`config.mk`:
```
export PLATFORM = sky130hd
export DESIGN_NAME = clk_rst_sequencer
export DESIGN_NICKNAME = d
export VERILOG_FILES = /design/src/rtl/clk_rst_pkg.sv /design/src/rtl/clk_div_channel.sv /design/src/rtl/clk_rst_sequencer.sv
export SDC_FILE = /design/constraint.sdc
export NUM_CORES = 1
export LEC_CHECK = 0
export ABC_AREA = 1
export BUFFER_PORTS_ARGS = -buffer_cell sky130_fd_sc_hd__buf_2
export CORE_MARGIN = 2
export CORE_UTILIZATION = 50
export DETAILED_ROUTE_END_ITERATION = 6
export GPL_TIMING_DRIVEN = 0
export PLACE_DENSITY = 0.76
export SLEW_MARGIN = 20
export SYNTH_ARGS = -nofsm -noshare
export SYNTH_HDL_FRONTEND = slang
export SYNTH_SLANG_ARGS = --single-unit
```
`constraint.sdc`:
```
create_clock -name CLK -period 2.75 [get_ports CLK]
set_clock_uncertainty 0.05 [all_clocks]
set_input_delay 0 -clock CLK [delete_from_list [all_inputs] [get_ports CLK]]
set_output_delay 0 -clock CLK [all_outputs]
set_load 0.01 [all_outputs]
```
`src/rtl/clk_rst_pkg.sv`:
```
// Shared state type and sizing helpers for the clock/reset sequencer.
package clk_rst_pkg;

   typedef enum logic [1:0] {
      S_HOLD,
      S_DELAY,
      S_STAGGER,
      S_RUN
   } seq_state_t;

   localparam int DIV_CH_MAX = 8;

   // Width able to hold STAGGER-1, never less than one bit.
   function automatic int stagger_w(input int stagger);
      int w;
      w = 1;
      while ((1 << w) < stagger) w++;
      return w;
   endfunction

endpackage

```
`src/rtl/clk_div_channel.sv`:
```
// One divided-clock channel: ratio register, counter, clk_out/clk_en.
// o_fall exists only when CLKSEQ_ALIGN_RELEASE_EN is defined.
module clk_div_channel #(
   parameter int CNT_W       = 16,
   parameter int DIV_DEFAULT = 1000
) (
   input  logic             CLK,
   input  logic             rst,
   input  logic             i_ld,
   input  logic [CNT_W-1:0] i_val,
   output logic             o_clk,
   output logic             o_en
`ifdef CLKSEQ_ALIGN_RELEASE_EN
   ,
   output logic             o_fall
`endif
);

   logic [CNT_W-1:0] r_cnt;
   logic [CNT_W-1:0] r_ratio;
   logic             r_clk;
   logic             r_en;
   logic             w_tc;

   // A load on the terminal count suppresses the toggle.
   assign w_tc = !i_ld && (r_cnt == r_ratio);

`ifdef CLKSEQ_ALIGN_RELEASE_EN
   assign o_fall = w_tc && r_clk;
`endif

   always_ff @(posedge CLK) begin
      if (rst) begin
         r_cnt   <= '0;
         r_ratio <= CNT_W'(DIV_DEFAULT);
         r_clk   <= 1'b0;
         r_en    <= 1'b0;
      end else begin
         r_en <= w_tc && !r_clk;
         if (i_ld) begin
            r_ratio <= i_val;
            r_cnt   <= '0;
         end else if (w_tc) begin
            r_cnt <= '0;
            r_clk <= ~r_clk;
         end else begin
            r_cnt <= r_cnt + 1'b1;
         end
      end
   end

   assign o_clk = r_clk;
   assign o_en  = r_en;

endmodule

```
`src/rtl/clk_rst_sequencer.sv`:
```
// Divided-clock generator with staged per-channel reset release.
// Define CLKSEQ_ALIGN_RELEASE_EN to release each reset on a clk_out fall.
module clk_rst_sequencer
   import clk_rst_pkg::*;
#(
   parameter int NUM_CH      = 2,
   parameter int CH_W        = 1,
   parameter int CNT_W       = 16,
   parameter int DIV_DEFAULT = 1000,
   parameter int DELAY_BIT   = 15,
   parameter int STAGGER     = 256
) (
   input  logic              CLK,
   input  logic              rst,
   input  logic              div_wr,
   input  logic [CH_W-1:0]   div_ch,
   input  logic [CNT_W-1:0]  div_val,
   output logic [NUM_CH-1:0] clk_out,
   output logic [NUM_CH-1:0] clk_en,
   output logic [NUM_CH-1:0] rst_out,
   output logic              ready
);

   localparam int DW    = DELAY_BIT + 1;
   localparam int SC_W  = stagger_w(STAGGER);
   localparam int IDX_W = $clog2(DIV_CH_MAX);
   localparam logic [SC_W-1:0]  SC_LAST  = SC_W'(STAGGER - 1);
   localparam logic [IDX_W-1:0] IDX_LAST = IDX_W'(NUM_CH - 1);

   seq_state_t        r_state, w_state;
   logic [DW-1:0]     r_dly, w_dly, w_dly_inc;
   logic [SC_W-1:0]   r_sc, w_sc;
   logic [IDX_W-1:0]  r_idx, w_idx;
   logic [NUM_CH-1:0] r_rst_out, w_rel, w_idx_mask;
   logic              r_ready, w_ready;
   logic              w_fall0, w_fall_sel;

`ifdef CLKSEQ_ALIGN_RELEASE_EN
   logic [NUM_CH-1:0] w_fall;
`endif

   genvar g;
   generate
      for (g = 0; g < NUM_CH; g++) begin : g_ch
         clk_div_channel #(
            .CNT_W       (CNT_W),
            .DIV_DEFAULT (DIV_DEFAULT)
         ) u_div (
            .CLK    (CLK),
            .rst    (rst),
            .i_ld   (div_wr && (int'(div_ch) == g)),
            .i_val  (div_val),
            .o_clk  (clk_out[g]),
            .o_en   (clk_en[g])
`ifdef CLKSEQ_ALIGN_RELEASE_EN
            ,
            .o_fall (w_fall[g])
`endif
         );
      end
   endgenerate

   always_comb begin
      w_idx_mask = '0;
      for (int i = 0; i < NUM_CH; i++) begin
         if (r_idx == IDX_W'(i)) w_idx_mask[i] = 1'b1;
      end
   end

`ifdef CLKSEQ_ALIGN_RELEASE_EN
   assign w_fall0    = w_fall[0];
   assign w_fall_sel = |(w_fall & w_idx_mask);
`else
   assign w_fall0    = 1'b1;
   assign w_fall_sel = 1'b1;
`endif

   assign w_dly_inc = r_dly + 1'b1;

   always_comb begin
      w_state = r_state;
      w_dly   = r_dly;
      w_sc    = r_sc;
      w_idx   = r_idx;
      w_ready = r_ready;
      w_rel   = '0;
      unique case (r_state)
         S_HOLD: begin
            w_state = S_DELAY;
            w_dly   = '0;
         end
         S_DELAY: begin
            // Saturate once expired so an aligned release can wait.
            if (!r_dly[DELAY_BIT]) w_dly = w_dly_inc;
            if ((w_dly_inc[DELAY_BIT] || r_dly[DELAY_BIT]) && w_fall0) begin
               w_rel[0] = 1'b1;
               w_sc     = '0;
               if (NUM_CH == 1) begin
                  w_state = S_RUN;
                  w_ready = 1'b1;
               end else begin
                  w_state = S_STAGGER;
                  w_idx   = IDX_W'(1);
               end
            end
         end
         S_STAGGER: begin
            if (r_sc != SC_LAST) begin
               w_sc = r_sc + 1'b1;
            end else if (w_fall_sel) begin
               w_rel = w_idx_mask;
               w_sc  = '0;
               if (r_idx == IDX_LAST) begin
                  w_state = S_RUN;
                  w_ready = 1'b1;
               end else begin
                  w_idx = r_idx + 1'b1;
               end
            end
         end
         S_RUN: begin
            w_state = S_RUN;
         end
      endcase
   end

   always_ff @(posedge CLK) begin
      if (rst) begin
         r_state   <= S_HOLD;
         r_dly     <= '0;
         r_sc      <= '0;
         r_idx     <= '0;
         r_rst_out <= '1;
         r_ready   <= 1'b0;
      end else begin
         r_state   <= w_state;
         r_dly     <= w_dly;
         r_sc      <= w_sc;
         r_idx     <= w_idx;
         r_rst_out <= r_rst_out & ~w_rel;
         r_ready   <= w_ready;
      end
   end

   assign rst_out = r_rst_out;
   assign ready   = r_ready;

endmodule

```
==> Yosys cells after proc, flatten, opt, wreduce, memory -nomap -nowiden <==
Index checks and enable logic that the tools add are counted.
{ "word_totals": {"register_bits": 100, "latchBits": 0, "ram_bits": 0, "rom_bits": 0, "wordCells": 83, "mem_count": 0} }
{ "classes": {"n_addsub": 5, "n_mul": 0, "n_div": 0, "n_lt_le_gt_ge": 0, "eq_ne": 12, "n_shift": 0, "muxes": 19, "n_bitwise": 8, "reduce_logical": 24} }
{ "ops": {"columns": ["cell", "count"], "rows": [
  ["$add A16 B1 Y16 const B", 3],
  ["$eq A16 B16 Y1", 2],
  ["$pmux W16 S2", 1],
  ["$mux W16", 1],
  ["$mux W8", 2],
  ["$pmux W8 S2", 1],
  ["$ne A2 B2 Y1 const B", 5],
  ["$mux W3", 3],
  ["$add A8 B1 Y8 const B", 1],
  ["$mux W2", 4],
  ["$ne A8 B8 Y1 const B", 1],
  ["$pmux W2 S4", 1],
  ["$reduce_and A2 Y1", 4],
  ["$logic_and A1 B1 Y1", 6],
  ["$not A1 Y1", 6],
  ["$pmux W3 S2", 1],
  ["$reduce_and A3 Y1", 2],
  ["$reduce_or A3 Y1", 2],
  ["$eq A2 B2 Y1 const B", 2],
  ["$logic_not A1 Y1", 4],
  ["$mux W1", 4],
  ["$reduce_and A4 Y1", 1],
  ["$reduce_bool A2 Y1", 2],
  ["$add A3 B1 Y3 const B", 1],
  ["8 further kinds", 8]
]} }

==> Logic depth before layout (Yosys ltp) <==
Gate-level depths: netlist (run 1).
{ "logic_depth": {"depth_word": 6, "mapped_depth": 10, "ltp_nobuf": 10} }

==> By module <==
Synthesis (run 1) repeated with hierarchy kept, for this count alone.
{ "unflattened": {"hier_cells": 734, "hier_area_um2": 5104.9} }
{ "by_module_without_submodules": {"columns": ["module", "instances", "cells_each", "area_each_um2", "seq_area_each_um2"], "rows": [
  ["clk_div_channel", 2, 236, 1669.1, 680.7],
  ["clk_rst_sequencer", 1, 262, 1766.7, 640.6]
]} }

==> Least setup slack after synthesis (run 1) <==
No wires, ideal clock.
{ "synth_timing": {"path_kind": "reg-to-reg", "from": "register r_state[1]", "to": "register r_sc[6]", "setup_ps": 115, "arrival_time_ps": 1487, "slack_ps": 1098, "stages_incl_launch_ff": 9, "cell_sequence": "dfxtp_1 > inv_1 > ha_1 > nand2_1 > clkinv_1 > o21ai_4 > nand2_2 > a21oi_1 > nor2_1"} }
{ "synth_via": {"elab_chain_cells": 3, "word_cells_on_any_way": 6, "classes_between": "eq/ne: 3; mux: 1; reduce/logical: 2"} }
{ "synth_rtl": {"columns": ["item", "line_no", "source"], "rows": [
  ["start: declaration", "clk_rst_sequencer.sv:30", "seq_state_t r_state, w_state;"],
  ["start signal: assignment", "clk_rst_sequencer.sv:136", "r_state <= w_state;"],
  ["$eq A2 B1 Y1 or $eq A2 B2 Y1 (tied branches)", "clk_rst_sequencer.sv:87", "unique case (r_state)"],
  ["$ne A2 B2 Y1 (no line) or $reduce_bool A2 Y1 (tied branches)", null, null],
  ["$reduce_and A2 Y1 (no line)", null, null],
  ["end signal: assignment", "clk_rst_sequencer.sv:138", "r_sc <= w_sc;"],
  ["end: declaration", "clk_rst_sequencer.sv:32", "logic [SC_W-1:0] r_sc, w_sc;"]
]} }
Several ways; a longest one is shown, not always the timed one.
A chain may end at the register's enable or synchronous reset.

==> Final worst setup path (run 1) <==
Same ends and word-level chain as after synthesis.

==> run summary, run 1 <==
Mapped Area -> 5210 sq um
Clock network power share -> 0.300
Layout area overhead -> 13.0%
CP arrival -> 2.25 ns
Reg clk slew, reported paths -> 0.09 ns
Switching power -> 1.09 mW
First-pass DRT Iterations -> 5
Net switching share of the total power -> 0.324
Fin crit period -> 2.02 ns
Fin. max-slew vios -> 0
Worst Setup Start Kind -> flop
Initial DRC count -> 246
IO buf count -> 25
TritonCTS Sinks -> 100
Gr usage total -> 0.221
CTS Buffer Depth -> 2
Syn avg cell area -> 6.52 sq um
Total of fill cells in the finished design -> 993
Maximum VDD drop -> 0.000328 V
HP Class -> in2reg
Largest net degree at the start of global routing -> 16
Vias/cell -> 4.88
Final WL -> 11400 um
Setup Buffers After CTS -> 0
RSZ-0062 raised after global routing -> false
Register area -> 2000 sq um
CP Class -> reg2reg
Reg power frac -> 0.477
WL met1 -> 5470 um
Setup violators final -> 0
Max frequency -> 0.494 GHz
Die Ht -> 106 um
Maxcap violations -> 0
I/O pin cnt -> 27
TritonCTS clock tree -> built
Multi-input logic area -> 2660 sq um
Final antenna-violating net count -> 0
GRT overflow -> 0
Core footprint -> 10200 sq um
WL met3 -> 431 um
WL per Instance -> 11.5 um
Row count -> 37
Vias in the first global route -> 4514
Internal Power -> 2.27 mW
HPWL after detailed placement -> 8520 um
Status -> finished, final reports clean
CP required -> 2.98 ns
DIE WIDTH -> 106 um
Die Area -> 11200 sq um
Leak Pwr -> 2.56 nW
Via count -> 4845
Yosys reg bits -> 100
Slew @ Worst Pin -> 0.527 ns
Clk_lat worst skew -> 0.39 ns
Top sig layer -> met4
Number of distinct library cells after synthesis -> 33
Nets -> 884
Initial antenna violation count -> 0
Final GP Congestion -> 0.885
Commonest non-fill, non-tap cells in the layout -> nand2_1, nor2_1, inv_1
Antenna diodes -> 0
Met2 wire len -> 5380 um
Register area share after synthesis -> 0.384
Slew HR -> 0.648
Cell Pwr Density -> 571 nW/um^2
Crit share post-route -> 0.736
Cells after Synth -> 799
Max H-tree Level -> 3
First-pass GRT wire length -> 19900 um
Comb pwr share -> 0.222
Setup tns final -> 0 ns
Worst setup EP type -> flop
Crit Path Max Fanout -> 9
Num CTS Buffers -> 9
Initial Util -> 0.509
Yosys warns -> 0
Non-Filler Instances -> 993
Share of layout cells above drive strength 1 -> 0.0677
Drc violations -> 0
Most common cell after layout, fill and taps aside -> nand2_1
Syn_nets -> 831
Placed cell count -> 960
CTS Root Cell -> clkbuf_8
Final hold vios -> 0
==> power groups by stage <==
stage / Sequential (mW) / Combinational [mW] / Clock, mW
5_1_grt: 1.62 / 0.878 / 1.10
3_3_place_gp: 1.64 / 0.710 / 0
6_report: 1.60 / 0.747 / 1.01
2_1_floorplan: 1.62 / 0.559 / 0
4_1_cts: 1.60 / 0.749 / 1.04
3_5_place_dp: 1.64 / 0.725 / 0
==> cell families after synthesis <==
kind of cell	share of synthesized area
flip-flops	0.384
AO/OA/AOI/OAI	0.0925
buffers and inverters	0.105
XOR/XNOR	0.0538
adder cells (fa/ha/maj)	0.0288
AND/OR/NAND/NOR	0.335
==> per-stage QoR <==
step                hold slack [ns]  worst slack, ns   util  area [sq um]  power, mW
finish                       0.0299            0.727  0.575          5890       3.36
global route                 0.0550            0.532  0.575          5890       3.60
CTS                          0.0231            0.716  0.575          5890       3.39
detailed placement            0.190            0.742  0.538          5500       2.36
global placement              0.188            0.748  0.538          5500       2.35
floorplan                    0.0632             1.10      -          5210       2.18
==> layer usage <==
layer	up-vias	GRT usage
li1	2578	-
met1	2179	0.279
met2	75	0.374
met3	13	0.0595
met4	0	0.0564
met5	-	0
==> layout make-up <==
type,instances,share of cell area
plain buffers,20,0.0164
repair buffers,42,0.0502
flip-flops and latches,100,0.340
multi-input cells,559,0.452
inverters,120,0.0765
clock inverters,3,0.00744
clock buffers,13,0.0287
well taps,136,0.0289
==> path summary, 6_finish.rpt <==
check	depth (start not counted)	startpoint	end	slack [ns]
setup / recovery	8	r_state[1]	r_sc[6]	0.73
hold / removal	4	div_ch	g_ch[1].u_div.r_cnt[1]	0.03
setup reg to reg	8	r_state[1]	r_sc[6]	0.73
hold reg to reg	2	rst_out[0]	rst_out[0]	0.40
==> cells in the mapped netlist (all sizes together) <==
| cell | instances | area (sq um) |
|---|---|---|
| ha | 12 | 150 |
| xnor2 | 7 | 61.3 |
| o21bai | 1 | 7.51 |
| nand2 | 229 | 867 |
| nand3b | 1 | 7.51 |
| a21oi | 36 | 180 |
| xor2 | 25 | 219 |
| clkinv | 1 | 3.75 |
| o32ai | 1 | 8.76 |
| nor4 | 1 | 6.26 |
| a311oi | 1 | 8.76 |
| and2 | 2 | 12.5 |
| o211ai | 11 | 82.6 |
| nor3b | 2 | 15.0 |
| o21ai | 32 | 171 |
| buf | 9 | 55.1 |
| or2 | 1 | 6.26 |
| o31ai | 1 | 7.51 |
| dfxtp | 100 | 2000 |
| nand4 | 9 | 56.3 |
| nor2 | 134 | 505 |
| nand3 | 39 | 210 |
| nor3 | 12 | 60.1 |
| a211oi | 1 | 7.51 |
| a22oi | 1 | 7.51 |
| clkbuf | 11 | 41.3 |
| inv | 119 | 447 |
==> critical path: stages, from the launching register on <==
cell and delay (ns):
dfxtp_1 0.34, inv_1 0.10, ha_1 0.23, nand2_1 0.24, clkinv_1 0.33, o21ai_4 0.24
nand2_2 0.19, a21oi_1 0.15, nor2_1 0.06
==> flip-flops by register name, indices dropped and copies added (netlist names) <==
name and flops:
r_dly 16, g_ch.u_div.o_clk 2, r_idx 3, g_ch.u_div.r_cnt 32
g_ch.u_div.r_ratio 32, r_state 2, rst_out 2, ready 1
g_ch.u_div.o_en 2, r_sc 8
==> what timing repair did <==
action	in CTS	in global routing
gates resized for setup	0	0
endpoints found under the hold margin	33	0
hold buffers	17	0
Note: power is estimated with default switching activity, not from simulation.
==> run 2, diff against run 1 <==
PLACE_DENSITY = 0.79   (was 0.76)
clock period = 1.65 ns   (was 2.75 ns; I/O delays follow)
==> run 2 against run 1 <==
Against the previous run:
- die area stayed put
- clock power is 50% higher
- via count is 0.95% higher
- routed wire length is 1.8% higher
- combinational power is 99% higher
- sequential cell count stayed put
- critical path depth stayed put
- design area is 3.8% higher
==> run summary, run 2 (synthesis gave the netlist of run 1 again) <==
Commonest non-fill, non-tap cells in the layout -> nand2_1, nor2_1, inv_1
HPWL after detailed placement -> 8460 um (-0.65%)
Reg clk slew, reported paths -> 0.10 ns (about the same)
Final hold vios -> 0 (unchanged)
CTS Buffer Depth -> 2 (unchanged)
Slew @ Worst Pin -> 0.519 ns (-0.00896 ns)
Num CTS Buffers -> 9 (unchanged)
Share of layout cells above drive strength 1 -> 0.130 (+0.0626)
Worst Setup Start Kind -> flop
CP Class -> reg2reg
Core footprint -> 10200 sq um (unchanged)
Min-delay src -> rst
Final GP Congestion -> 0.845 (-4.6%)
Initial DRC count -> 291 (+18%)
Crit share post-route -> 0.943 (+0.207)
Fin. max-slew vios -> 0 (unchanged)
Placed cell area -> 5500 sq um (about the same)
Internal Power -> 3.72 mW (+64%)
Initial antenna violation count -> 0 (unchanged)
Vias/cell -> 4.91 (+0.65%)
Final antenna-violating net count -> 0 (unchanged)
I/O pin cnt -> 27 (unchanged)
CP arrival -> 1.78 ns (-0.47 ns)
Biggest regs -> g_ch.u_div.r_cnt (32), g_ch.u_div.r_ratio (32), r_dly (16)
Via count -> 4891 (+0.95%)
Layout area overhead -> 17.3%
Gr usage total -> 0.215 (-0.00554)
Register-to-register setup slack -> 0.09 ns (-0.63 ns)
Crit Path Max Fanout -> 5 (-4)
DIE WIDTH -> 106 um (unchanged)
GRT overflow -> 0 (unchanged)
Total of fill cells in the finished design -> 965 (-2.8%)
Worst setup EP type -> flop
Worst reg2reg path startpoint -> g_ch[0].u_div.r_cnt[0]
CTS Root Cell -> clkbuf_8
Nets -> 888 (+0.45%)
Largest net degree at the start of global routing -> 18 (+2)
Die Ht -> 106 um (unchanged)
Maxcap violations -> 0 (unchanged)
Worst Reg-to-Reg Cells -> 8 (unchanged)
TritonCTS Sinks -> 100 (unchanged)
First-pass DRT Iterations -> 5 (unchanged)
Die Area -> 11200 sq um (unchanged)
WHS Endpoint -> r_dly[3]
Most common cell after layout, fill and taps aside -> nand2_1
Fin crit period -> 1.56 ns (-0.467 ns)
Maximum VDD drop -> 0.000589 V (+80%)
Design Area, Final -> 6110 sq um (+3.8%)
Row count -> 37 (unchanged)
Setup violators final -> 0 (unchanged)
Status -> finished, final reports clean
Vias in the first global route -> 4456 (-1.3%)
Slew HR -> 0.654 (+0.00598)
Power, Total -> 5.70 mW (+70%)
Clock network power share -> 0.265 (-0.035)
HP Class -> in2reg
Switching power -> 1.98 mW (+82%)
Drc violations -> 0 (unchanged)
FF-to-FF End -> g_ch[0].u_div.r_cnt[8]
CP required -> 1.88 ns (-1.10 ns)
Reg power frac -> 0.474 (-0.003)
IO buf count -> 25 (unchanged)
Initial Util -> 0.509 (unchanged)
Comb pwr share -> 0.261 (+0.039)
WL per Instance -> 11.7 um (+1.5%)
Max frequency -> 0.643 GHz (+30%)
Max H-tree Level -> 3 (unchanged)
Clk_lat worst skew -> 0.37 ns (-0.02 ns)
Final WL -> 11600 um (+1.8%)
TritonCTS clock tree -> built
First-pass GRT wire length -> 19700 um (-1.1%)
Net switching share of the total power -> 0.348 (+0.0236)
Leak Pwr -> 2.61 nW (+1.8%)
Min-Delay Path Depth -> 2 (-2)
Antenna diodes -> 0 (unchanged)
Cell Pwr Density -> 932 nW/um^2 (+63%)
run 2: changes by cell type in the layout (fill, tap and decap cells not counted), sizes merged:
cell         previous run  this run
bufinv                  1         0
clkinvlp                0         2
buf                    34        38
inv                   119       122
clkinv                  3         1
clkbuf                 24        21
dlygate4sd3            17        16
o21ai                  32        33
run 2: timing repair:
action / in CTS / in global routing
buffers inserted: 0 / 4
endpoints found under the hold margin: 33 / 0
hold buffers: 16 / 0
pin swaps: 0 / 9
gates cloned: 0 / 1
endpoints found under the setup margin: 31 / 43
gates resized for setup: 9 / 67
run 2: worst max-delay path by stage:
stage	start	slack [ns]	end
finish	g_ch[0].u_div.r_cnt[0]	0.09	g_ch[0].u_div.r_cnt[8]
global route	g_ch[0].u_div.r_cnt[11]	-0.01	g_ch[0].u_div.r_cnt[13]
CTS	r_dly[0]	-0.02	r_idx[0]
detailed placement	r_state[1]	-0.22	r_sc[6]
global placement	r_state[1]	-0.22	r_sc[6]
floorplan	r_state[1]	0.10	r_sc[6]
run 2: layout make-up:
cell class / count / area, sq um / area share
plain buffers: 20 / 115 / 0.0188
clock buffers: 10 / 138 / 0.0225
clock inverters: 5 / 45.0 / 0.00737
inverters: 120 / 462 / 0.0756
multi-input cells: 560 / 2830 / 0.464
flip-flops and latches: 100 / 2030 / 0.332
well taps: 136 / 170 / 0.0279
repair buffers: 45 / 315 / 0.0516
run 2: power groups by stage:
| stage | Sequential, mW | Combinational (mW) | Clock (mW) |
|---|---|---|---|
| 3_5_place_dp | 2.73 | 1.21 | 0 |
| 3_3_place_gp | 2.73 | 1.18 | 0 |
| 4_1_cts | 2.67 | 1.28 | 1.54 |
| 6_report | 2.70 | 1.49 | 1.51 |
| 2_1_floorplan | 2.70 | 0.935 | 0 |
| 5_1_grt | 2.72 | 1.67 | 1.65 |
run 2: critical path, cell delays in order, from the launching register on:
cell and delay, ns:
dfxtp_4 0.38, ha_2 0.20, nand3_2 0.10, nor2_2 0.18, nand2_2 0.10, nor2_2 0.15
buf_4 0.13, xnor2_1 0.10, nor2_1 0.06
run 2: per-stage QoR:
| step | TNS [ns] | hold slack, ns | setup slack, ns | std cells | utilization |
|---|---|---|---|---|---|
| after floorplan | 0 | 0.0632 | 0.100 | 799 | - |
| after global placement | -2.93 | 0.186 | -0.216 | 960 | 0.538 |
| after detailed placement | -3.28 | 0.191 | -0.223 | 960 | 0.538 |
| after CTS | -0.0160 | -0.0139 | -0.0160 | 991 | 0.574 |
| after global routing | -0.0835 | 0.0330 | -0.0126 | 996 | 0.597 |
| final | 0 | 0.0296 | 0.0947 | 996 | 0.597 |
run 2: layer usage:
layer / wire length (um) / vias to the layer above / share of wire / track usage
met5: 0 / - / 0 / 0
met1: 5630 / 2209 / 0.48 / 0.282
met2: 5480 / 83 / 0.47 / 0.366
li1: - / 2587 / - / -
met3: 398 / 12 / 0.034 / 0.0435
met4: 133 / 0 / 0.011 / 0.0508
